### config.mk
export PLATFORM = sky130hd
export DESIGN_NAME = booth_div
export DESIGN_NICKNAME = d
export VERILOG_FILES = /design/src/rtl/booth_div.sv
export SDC_FILE = /design/constraint.sdc
export NUM_CORES = 1
export LEC_CHECK = 0
export CORE_MARGIN = 1.5
export CORE_UTILIZATION = 45
export CTS_CLUSTER_DIAMETER = 30
export DETAILED_ROUTE_END_ITERATION = 8
export PLACE_DENSITY = 0.64
export SLEW_MARGIN = 20
export SYNTH_ARGS = -nofsm -noshare
export SYNTH_HDL_FRONTEND = slang
export SYNTH_SLANG_ARGS = --single-unit
### constraint.sdc
create_clock -name clk -period 2.1 [get_ports clk]
set_input_delay 0.42 -clock clk [delete_from_list [all_inputs] [get_ports clk]]
set_output_delay 0.42 -clock clk [all_outputs]
set_load 0.005 [all_outputs]
### src/rtl/booth_div.sv
// booth_div: 8-bit by 4-bit signed divider (truncating division).
// One unsigned restoring step per clock. Signs are applied once, in the FIX state.
// Optional feature: define DIV_ZERO_DETECT_EN to add the div_zero port.
// With that feature, a zero divisor bypasses the iterations.
// DV_PULSE selects a one-cycle div_dv (1) or a div_dv held until the next load (0).
module booth_div #(
  parameter int DV_PULSE = 0
) (
  input  logic              clk,
  input  logic              rst_n,
  input  logic              load,
  input  logic signed [7:0] Dividend,
  input  logic signed [3:0] Divisor,
  output logic signed [7:0] Quotient,
  output logic signed [3:0] Remainder,
  output logic              div_dv,
  output logic              busy
`ifdef DIV_ZERO_DETECT_EN
  ,
  output logic              div_zero
`endif
);

  localparam int DATA_W = 8;
  localparam int COEF_W = 4;
  localparam int STAGES = DATA_W;

  typedef enum logic [1:0] {IDLE, RUN, FIX} state_t;

  state_t              state, state_nxt;
  logic [DATA_W-1:0]   dvd_sh;    // dividend magnitude, consumed MSB first
  logic [COEF_W-1:0]   dvs_mag;
  logic [COEF_W:0]     rem;       // partial remainder, one guard bit
  logic [DATA_W-1:0]   quo;
  logic [3:0]          cnt;
  logic                neg_q;
  logic                neg_r;
  logic [COEF_W:0]     rem_sh;
  logic [COEF_W+1:0]   diff;
  logic                step_ok;
`ifdef DIV_ZERO_DETECT_EN
  logic                dz_pend;
`endif

  // Two's-complement negation helpers; -128 maps onto itself (wrap modulo 2^8).
  function automatic logic [DATA_W-1:0] neg_d(input logic [DATA_W-1:0] v);
    return ~v + {{(DATA_W-1){1'b0}}, 1'b1};
  endfunction

  function automatic logic [COEF_W-1:0] neg_c(input logic [COEF_W-1:0] v);
    return ~v + {{(COEF_W-1){1'b0}}, 1'b1};
  endfunction

  // Restoring step: shift in next dividend bit, trial-subtract the divisor magnitude.
  always_comb begin
    rem_sh  = {rem[COEF_W-1:0], dvd_sh[DATA_W-1]};
    diff    = {1'b0, rem_sh} - {2'b00, dvs_mag};
    step_ok = ~diff[COEF_W+1];
  end

  // State register.
  always_ff @(posedge clk or negedge rst_n) begin
    if (!rst_n) state <= IDLE;
    else        state <= state_nxt;
  end

  // Next-state logic; a load overrides whatever the FSM was doing.
  always_comb begin
    state_nxt = state;
    case (state)
      RUN:     if (cnt == 4'd1) state_nxt = FIX;
      FIX:     state_nxt = IDLE;
      default: state_nxt = state;
    endcase
    if (load) begin
      state_nxt = RUN;
`ifdef DIV_ZERO_DETECT_EN
      if (Divisor == '0) state_nxt = FIX;
`endif
    end
  end

  // Operand capture, iteration datapath and result/flag registers.
  always_ff @(posedge clk or negedge rst_n) begin
    if (!rst_n) begin
      dvd_sh    <= '0;
      dvs_mag   <= '0;
      rem       <= '0;
      quo       <= '0;
      cnt       <= '0;
      neg_q     <= 1'b0;
      neg_r     <= 1'b0;
      Quotient  <= '0;
      Remainder <= '0;
      div_dv    <= 1'b0;
      busy      <= 1'b0;
`ifdef DIV_ZERO_DETECT_EN
      dz_pend   <= 1'b0;
      div_zero  <= 1'b0;
`endif
    end else if (load) begin
      dvd_sh    <= Dividend[DATA_W-1] ? neg_d(Dividend) : Dividend;
      dvs_mag   <= Divisor[COEF_W-1] ? neg_c(Divisor) : Divisor;
      neg_q     <= Dividend[DATA_W-1] ^ Divisor[COEF_W-1];
      neg_r     <= Dividend[DATA_W-1];
      rem       <= '0;
      quo       <= '0;
      cnt       <= 4'(STAGES);
      Quotient  <= '0;
      Remainder <= '0;
      div_dv    <= 1'b0;
      busy      <= 1'b1;
`ifdef DIV_ZERO_DETECT_EN
      dz_pend   <= (Divisor == '0);
      div_zero  <= 1'b0;
`endif
    end else begin
      case (state)
        RUN: begin
          rem    <= step_ok ? diff[COEF_W:0] : rem_sh;
          quo    <= {quo[DATA_W-2:0], step_ok};
          dvd_sh <= {dvd_sh[DATA_W-2:0], 1'b0};
          cnt    <= cnt - 4'd1;
        end
        FIX: begin
          Quotient  <= neg_q ? neg_d(quo) : quo;
          Remainder <= neg_r ? neg_c(rem[COEF_W-1:0]) : rem[COEF_W-1:0];
          div_dv    <= 1'b1;
          busy      <= 1'b0;
`ifdef DIV_ZERO_DETECT_EN
          if (dz_pend) begin
            Quotient  <= '0;
            Remainder <= '0;
            div_zero  <= 1'b1;
          end
`endif
        end
        default: begin
          if (DV_PULSE != 0) div_dv <= 1'b0;
        end
      endcase
    end
  end

endmodule

==> impl_metrics.csv, run 1 <==
group,metric,value,unit
drt,wl_per_cell,12.5,um
sta,worstMarginPinSlew,877,ps
synth,synth-compound-area-share,16.4,%
synth,synthArstFlopShare,100,%
clock_network,clockRootBuffer,"clkbuf_8",
setup_path,crit_slowest_cell,"or3b_2",
clock_network,cts_setup_buffers,0,
layout,multi_input_area,1150,sq um
die,dieWidth,76.2,um
layout,regArea,1150,sq um
pwr,leakage,1.25,nW
setup_path,crit_chain,"inv_1 > ha_1 > or3b_2 > o31ai_1 > xor2_1 > o21ai_0",
placed_design,portBuffers,28,
placed_design,dp_hpwl,3160,um
clock_network,cts_resized,0,
drt,drt_iter0_markers,139,
clock_network,numClockSinks,46,
sta,fin_hold_ws,80.1,ps
layout,area_growth_syn_to_layout,19.0,%
run_status,status,"finished, final reports clean",
placed_design,gp_congestion,0.729,
flow_run,maxCapViolCount,0,
grt,track_usage,16.8,%
drt,drtPass1Iterations,4,
synth,synth_top_family_by_area,"compound AO/OA/AOI/OAI gates",
die,rows,26,
setup_path,worstReg2RegStart,"quo[0]$_DFFE_PN0P_",
hold_path,min-delay-path-class,"input port to asynchronous set/reset pin",
drt,ant_nets,0,
die,core_area,5140,sq um
synth,synthXorXnorAreaFrac,6.54,%
grt,antenna_found_initial,0,
layout,diodes,0,
synth,syn-instance-count,241,
grt,grt_max_degree,26,
grt,grt_overflow,0,
drt,wl,4290,um
clock_network,holdBufCountCts,0,
sta,final-hold-violation-count,0,
drt,via_count,1773,
synth,yosys.area_share.simple,15.4,%
synth,ys.flop_type,"dfrtp_1",
grt,grt_pass1_vias,1760,
synth,syn_area_per_cell,10.0,sq um
die,io_pins,29,
setup_path,crit_type,"register to register",
synth,mappedNetlistArea,2410,sq um
synth,synth.area.mux_share,3.42,%
setup_path,end_kind,"register",
sta,relSlewSlack,41.3,%
synth,yosysTopAreaCell,"dfrtp_1",
sta,finalCritPeriodShare,83.6,%
layout,nets,299,
die,dieArea,5810,sq um
setup_path,cp_max_fo,4,
sta,setup_viol_count_final,0,
setup_path,critPathBufInv,1,
synth,ys_types,42,
setup_path,max_stage_delay,460,ps
sta,grt_setup_unrepaired,"false",
die,die_h,76.2,um
setup_path,setup.worst_path.start_class,"register",
drt,via_per_inst,5.15,
sta,finalSetupTns,0,ps
setup_path,critPathArrivalTime,1940,ps
setup_path,cp_top_family,"simple AND/OR/NAND/NOR gates",
synth,synth_nets,267,
synth,synth_edf_count,0,
layout,num-fill-cells,479,
die,start_util,46.9,%
grt,grt_pass1_wl,7840,um
clock_network,clockBufferDepth,2,
clock_network,cts_made_buffers,5,
layout,drive_gt1_share,8.39,%
synth,ys_ff_latch,46,
pwr,powerDensity,900,nW/um^2
synth,synth.area.top_cells,"dfrtp_1 (48%), ha_1 (5.2%), o21ai_0 (4.8%)",
synth,yosys_warnings,0,
synth,ys_top_cells_by_count,"dfrtp_1 (46), nand2_1 (25), o21ai_0 (23)",
clock_network,clk_pin_slew_worst_paths,90,ps
sta,slew_violations,0,
sta,post-route-min-period,1760,ps
setup_path,cp.required,2290,ps
clock_network,clk_latency,310,ps
clock_network,cts_tree,"yes",
setup_path,cp-startpoint,"quo[0]$_DFFE_PN0P_",
clock_network,htreeDepth,2,
synth,synth-seq-area-share,47.7,%
drt,drc_errors,0,
sta,skew,10.2,ps
sta,fmax,570,MHz
synth,synth_fa_ha_area_share,6.02,%
synth,synth_most_common_cell,"dfrtp_1",
pwr,vdd.ir_drop.worst,0.000449,V
synth,synth_top_area_share,47.7,%
-- path summary, 6_finish.rpt --
kind,to,slack (ps),cells past startpoint
max,Quotient[6]$_DFFE_PN0N_,340,6
min reg2reg,Quotient[1]$_DFFE_PN0N_,480,2
max reg2reg,Quotient[6]$_DFFE_PN0N_,340,6
max in group asynchronous,dvs_mag[2]$_DFFE_PN0P_,1430,2
min,Quotient[4]$_DFFE_PN0N_,80,1
min in group clk,Quotient[1]$_DFFE_PN0N_,480,2
-- through the flow --
stage | instances | area [sq um] | utilization (%) | total power [W] | setup WS (ps)
6_report | 344 | 2870 | 55.8 | 0.00258 | 344
5_1_grt | 344 | 2870 | 55.8 | 0.00281 | 126
4_1_cts | 344 | 2870 | 55.8 | 0.00261 | 328
3_5_place_dp | 336 | 2780 | 54.1 | 0.00204 | 136
3_3_place_gp | 336 | 2780 | 54.1 | 0.00203 | 174
2_1_floorplan | 241 | 2410 | - | 0.00181 | 430
-- cell type report --
class / count / share of cell area (%)
sequential: 46 / 40.1
clock buffer: 7 / 3.01
timing repair buffer: 36 / 11.7
inverter: 14 / 1.83
multi-input combinational: 170 / 40.1
tap: 70 / 3.05
clock inverter: 1 / 0.174
-- sequential cells by signal (all words and copies together), names as in the netlist --
| register | flops |
|---|---|
| dvd_sh | 8 |
| neg_r | 1 |
| state | 2 |
| cnt | 4 |
| div_dv | 1 |
| Remainder | 4 |
| quo | 8 |
| busy | 1 |
| Quotient | 8 |
| dvs_mag | 4 |
| neg_q | 1 |
| rem | 4 |
-- power by group --
part | switching, W | internal, W
sequential | 0.000138 | 0.00102
clock | 0.000298 | 0.000266
combinational | 0.000440 | 0.000425
total | 0.000876 | 0.00171
-- worst reg2reg max path: cells and delay by family (launching register included) --
kind | cells | cell delay, ps
compound gates | 2 | 320
xor+xnor | 1 | 160
fa+ha+maj | 1 | 170
buf+inv | 1 | 110
flops | 1 | 420
simple gates | 1 | 460
-- routing by layer --
layer | share of wire, % | GRT usage (%) | vias up | wire [um]
met5 | 0 | 0 | - | 0
met4 | 1.8 | 8.33 | 0 | 78
met3 | 3.7 | 2.87 | 7 | 160
met2 | 44 | 26.6 | 36 | 1880
met1 | 51 | 22.3 | 835 | 2170
li1 | - | - | 895 | -
-- cells in the final DEF (no fill, tap or decap), drive strengths merged, types with 2 or more instances in the layout --
cell type and count:
dfrtp 46, clkdlybuf4s50 27, nand2 25, o21ai 24, nor2 16, inv 14, nor2b 10, a21oi 10
ha 10, xor2 9, xnor2 9, buf 9, clkbuf 7, o31ai 6, mux2i 6, a22o 6
nand2b 5, a211oi 5, nand4 5, nor3 2, mux2 2, or3b 2, nor3b 2, o311ai 2
-- logic make-up (layout without fill, tap and decap cells) --
group	after synthesis	count (layout)
simple gates	73	73
compound gates	60	60
flops	46	46
buf+inv	25	58
xor+xnor	18	18
fa+ha+maj	11	11
mux	8	8
Note: power is estimated with default switching activity, not from simulation.
==> inputs of run 2 (changes only) <==
==> constraint.sdc (replaced) <==
create_clock -name clk -period 1.8 [get_ports clk]
set_input_delay 0.36 -clock clk [delete_from_list [all_inputs] [get_ports clk]]
set_output_delay 0.36 -clock clk [all_outputs]
set_load 0.005 [all_outputs]
==> impl_metrics.csv, run 2 (same netlist as run 1, synthesis figures left out) <==
group,metric,value,unit
run_status,status,"finished, final reports clean",
grt,grt_pass1_wl,7530,um
sta,skew,5.51,ps
drt,wl_per_cell,12.2,um
setup_path,crit_type,"register to register",
sta,finalCritPeriodShare,94.7,%
setup_path,crit_chain,"buf_4 > or4_4 > o41ai_4 > xor2_1 > o21ai_1",
placed_design,gp_congestion,0.780,
sta,slew_violations,0,
layout,diodes,0,
die,core_area,5140,sq um
clock_network,cts_made_buffers,5,
grt,track_usage,16.1,%
placed_design,portBuffers,28,
placed_design,dp_hpwl,3150,um
grt,grt_max_degree,47,
layout,drive_gt1_share,13.8,%
die,rows,26,
setup_path,crit_slowest_cell,"or4_4",
drt,drc_errors,0,
die,start_util,46.9,%
clock_network,clk_pin_slew_worst_paths,80,ps
sta,worstMarginPinSlew,705,ps
pwr,leakage,1.34,nW
sta,relSlewSlack,52.8,%
sta,final-hold-violation-count,0,
drt,drt_iter0_markers,104,
setup_path,max_stage_delay,550,ps
layout,reg_top3,"Quotient (8), dvd_sh (8), quo (8)",
drt,via_per_inst,5.06,
setup_path,rrSetupSlack,100,ps
clock_network,htreeDepth,2,
setup_path,cp.required,1980,ps
setup_path,critPathArrivalTime,1890,ps
setup_path,cp_top_family,"simple AND/OR/NAND/NOR gates",
flow_run,maxCapViolCount,0,
hold_path,min-delay-path-class,"input port to asynchronous set/reset pin",
die,dieWidth,76.2,um
grt,grt_overflow,0,
sta,fmax,587,MHz
clock_network,cts_tree,"yes",
sta,grt_setup_unrepaired,"false",
sta,fin_hold_ws,19.0,ps
setup_path,critPathBufInv,1,
layout,num-fill-cells,479,
clock_network,holdBufCountCts,0,
layout,layout_commonest_cell,"dfrtp_1",
pwr,vdd.ir_drop.worst,0.000488,V
setup_path,worstReg2RegStart,"quo[1]$_DFFE_PN0P_",
drt,drtPass1Iterations,4,
drt,wl,4380,um
die,io_pins,29,
layout,finish.utilization,58.7,%
clock_network,clk_latency,300,ps
clock_network,clockRootBuffer,"clkbuf_8",
pwr,total_power,0.00315,W
clock_network,numClockSinks,46,
setup_path,r2r_cells,5,
sta,setup_viol_count_final,0,
setup_path,setup.worst_path.start_class,"register",
die,die_h,76.2,um
layout,final_cell_mix,"dfrtp_1 (46), clkdlybuf4s50_1 (27), nand2_1 (25)",
layout,area_growth_syn_to_layout,25.1,%
drt,via_count,1816,
pwr,powerDensity,1040,nW/um^2
setup_path,end_kind,"register",
setup_path,timing.rr.end,"Quotient[7]$_DFFE_PN0N_",
grt,antenna_found_initial,0,
grt,grt_pass1_vias,1651,
drt,ant_nets,0,
sta,post-route-min-period,1700,ps
placed_design,place_inst,351,
die,dieArea,5810,sq um
layout,nets,316,
clock_network,clockBufferDepth,2,
layout,stdcell_count,359,
setup_path,cp_max_fo,4,
[run 2: worst register-to-register path, cell delays in order, from the launching register on]
cell and delay [ps]:
dfrtp_1 410, buf_4 150, or4_4 550, o41ai_4 230
xor2_1 190, o21ai_1 70
[run 2: worst max-delay path by stage]
stage                                start                       to  slack [ps]  cells after the start
floorplan           dvs_mag[1]$_DFFE_PN0P_       rem[2]$_DFFE_PN0P_         130                      6
global placement               Dividend[4]    dvd_sh[5]$_DFFE_PN0P_         -40                      5
detailed placement                    load  Quotient[0]$_DFFE_PN0N_         -50                      5
CTS                     quo[1]$_DFFE_PN0P_  Quotient[6]$_DFFE_PN0N_          50                      6
global route            quo[1]$_DFFE_PN0P_  Quotient[7]$_DFFE_PN0N_          10                      5
finish                  quo[1]$_DFFE_PN0P_  Quotient[7]$_DFFE_PN0N_         100                      5
[run 2: final cells by class]
type	instances	area, sq um	area share (%)
timing repair buffer	53	475	15.8
tap	70	87.6	2.90
inverter	14	52.6	1.74
multi-input combinational	170	1170	38.7
clock buffer	6	82.6	2.74
sequential	46	1150	38.1
[run 2: metrics by stage]
stage | setup WS [ps] | TNS, ps | instance area [sq um]
floorplan | 130 | 0 | 2410
global placement | -36.9 | -36.9 | 2900
detailed placement | -51.9 | -425 | 2900
CTS | 45.2 | 0 | 2990
global route | 10.3 | 0 | 3020
finish | 95.5 | 0 | 3020
[run 2: layer usage]
metal	GRT usage [%]	share of wire, %	vias up
met4	7.96	1.6	0
met3	2.87	2.9	5
met5	0	0	-
met1	22.3	52	838
li1	-	-	941
met2	24.5	43	32
[run 2: where the power goes]
group / switching, W / internal [W]
Clock: 0.000327 / 0.000297
Sequential: 0.000131 / 0.00119
Combinational: 0.000581 / 0.000626
Total: 0.00104 / 0.00211
[run 2: repair_timing]
item / CTS / global route
setup endpoints to repair: 0 / 1
setup buffers: 0 / 2
gates resized for setup: 0 / 3
==> inputs of run 3 (changes only) <==
--- a/config.mk
+++ b/config.mk
@@ -5,6 +5,7 @@
 export SDC_FILE = /design/constraint.sdc
 export NUM_CORES = 1
 export LEC_CHECK = 0
+export ABC_AREA = 1
 export CORE_MARGIN = 1.5
 export CORE_UTILIZATION = 45
 export CTS_CLUSTER_DIAMETER = 30
==> impl_metrics.csv, run 3 <==
group,metric,value,unit
synth,synth-seq-area-share,47.4,%
sta,setup_viol_count_final,0,
setup_path,critPathBufInv,1,
grt,antenna_found_initial,0,
pwr,powerDensity,1150,nW/um^2
grt,track_usage,17.6,%
drt,drtPass1Iterations,4,
setup_path,setup.worst_path.start_class,"register",
die,dieArea,5840,sq um
setup_path,crit_type,"register to output pin",
drt,drc_errors,0,
die,die_h,76.4,um
synth,yosysTopAreaCell,"dfrtp_1",
synth,synth_edf_count,0,
sta,slew_violations,0,
pwr,clkPwrFrac,22.8,%
sta,relSlewSlack,74.0,%
pwr,power.switching,0.00119,W
pwr,combPwrFrac,35.9,%
placed_design,portBuffers,28,
clock_network,cts_made_buffers,5,
drt,ant_nets,0,
synth,yosys_warnings,0,
setup_path,cp_top_family,"buffers and inverters",
synth,synth_nets,324,
drt,via_per_inst,4.95,
setup_path,crit_chain,"clkdlybuf4s50_1",
clock_network,cts_setup_buffers,0,
drt,wl,4690,um
sta,grt_setup_unrepaired,"false",
sta,finalSetupTns,0,ps
setup_path,end_kind,"output pin",
grt,grt_pass1_wl,8160,um
synth,syn-instance-count,298,
sta,post-route-min-period,1540,ps
synth,ys_top_cells_by_count,"nand2_1 (72), dfrtp_1 (46), inv_1 (42)",
clock_network,cts_resized,0,
synth,ys_types,28,
sta,fmax,649,MHz
flow_run,maxCapViolCount,0,
setup_path,max_stage_delay,510,ps
sta,worstMarginPinSlew,386,ps
clock_network,cts_tree,"yes",
pwr,switching_share,35.4,%
setup_path,rrSetupSlack,310,ps
drt,via_count,1993,
layout,drive_gt1_share,7.81,%
clock_network,holdBufCountCts,0,
synth,ys_ff_latch,46,
die,io_pins,29,
synth,synthArstFlopShare,100,%
layout,final_cell_mix,"nand2_1 (72), dfrtp_1 (46), inv_1 (42)",
die,core_area,5140,sq um
placed_design,dp_hpwl,3500,um
clock_network,clockRootBuffer,"clkbuf_8",
synth,synth.area.top_cells,"dfrtp_1 (47%), nand2_1 (11%), inv_1 (6.5%)",
pwr,p_int,0.00218,W
pwr,power.share.sequential,41.3,%
synth,synth_most_common_cell,"nand2_1",
synth,syn_area_per_cell,8.14,sq um
synth,ys.flop_type,"dfrtp_1",
die,start_util,47.2,%
hold_path,min-delay-path-class,"input port to asynchronous set/reset pin",
die,dieWidth,76.4,um
pwr,leakage,1.42,nW
layout,layout_commonest_cell,"nand2_1",
layout,reg_top3,"Quotient (8), dvd_sh (8), quo (8)",
placed_design,pre_cts_slack,129,ps
setup_path,crit_slowest_cell,"clkdlybuf4s50_1",
setup_path,cp.required,1440,ps
placed_design,gp_congestion,0.783,
synth,synth_top_area_share,47.4,%
setup_path,cp_max_fo,2,
grt,grt_overflow,0,
layout,diodes,0,
clock_network,clockBufferDepth,2,
layout,area_growth_syn_to_layout,20.3,%
clock_network,htreeDepth,2,
synth,mappedNetlistArea,2430,sq um
clock_network,numClockSinks,46,
sta,final-hold-violation-count,0,
layout,finish.utilization,56.8,%
run_status,status,"finished, final reports clean",
sta,finalCritPeriodShare,85.6,%
layout,nets,358,
drt,wl_per_cell,11.6,um
sta,skew,6.72,ps
clock_network,clk_pin_slew_worst_paths,80,ps
drt,drt_iter0_markers,60,
layout,num-fill-cells,504,
sta,fin_ws,260,ps
clock_network,clk_latency,300,ps
die,rows,26,
pwr,vdd.ir_drop.worst,0.000459,V
setup_path,critPathArrivalTime,1180,ps
grt,grt_pass1_vias,1785,
grt,grt_max_degree,47,
-- run 3: layout make-up --
class | count | area, sq um | area share, %
Sequential cell | 46 | 1150 | 39.5
Multi-Input combinational cell | 197 | 1060 | 36.2
Timing Repair Buffer | 34 | 333 | 11.4
Inverter | 48 | 180 | 6.17
Tap cell | 70 | 87.6 | 3.00
Clock buffer | 6 | 72.6 | 2.49
Clock inverter | 2 | 37.5 | 1.29
-- run 3: per-stage QoR --
| stage | cells | power (W) | area, sq um | hold slack (ps) |
|---|---|---|---|---|
| 5_1_grt | 403 | 0.00365 | 2920 | 40.5 |
| 2_1_floorplan | 298 | 0.00223 | 2430 | 64.4 |
| 3_5_place_dp | 395 | 0.00263 | 2810 | 361 |
| 3_3_place_gp | 395 | 0.00259 | 2810 | 360 |
| 6_report | 403 | 0.00337 | 2920 | 20.6 |
| 4_1_cts | 403 | 0.00340 | 2920 | 28.7 |
-- run 3: logic make-up after synthesis --
family | Yosys count | share of synthesized area [%]
buf+inv | 55 | 9.02
compound gates | 55 | 13.3
flops | 46 | 47.4
simple gates | 126 | 22.4
fa+ha+maj | 11 | 5.98
xor+xnor | 5 | 1.80
-- run 3: final timing paths --
path	from	end	cells after the start
worst max-delay path	Quotient[6]$_DFFE_PN0N_	Quotient[6]	1
worst min-delay path	rst_n	state[1]$_DFFE_PN0P_	2
worst max register to register	rem[1]$_DFFE_PN0P_	rem[0]$_DFFE_PN0P_	8
worst min register to register	busy$_DFFE_PN0N_	busy$_DFFE_PN0N_	2
max in group asynchronous	rst_n	state[0]$_DFFE_PN0P_	2
min in group clk	busy$_DFFE_PN0N_	busy$_DFFE_PN0N_	2
-- run 3: power groups by stage --
| stage | logic [W] | clock network [W] | registers [W] |
|---|---|---|---|
| after CTS | 0.00122 | 0.000790 | 0.00139 |
| after detailed placement | 0.00121 | 0 | 0.00141 |
| after global routing | 0.00139 | 0.000832 | 0.00142 |
| final | 0.00121 | 0.000768 | 0.00139 |
| after floorplan | 0.000851 | 0 | 0.00138 |
| after global placement | 0.00119 | 0 | 0.00141 |
-- run 3: per-layer routing --
| metal | part of all wire (%) | track usage (%) | vias to the layer above |
|---|---|---|---|
| met2 | 45 | 28.0 | 42 |
| li1 | - | - | 1041 |
| met1 | 50 | 23.2 | 905 |
| met3 | 3.6 | 4.07 | 5 |
| met5 | 0 | 0 | - |
| met4 | 1.6 | 7.22 | 0 |
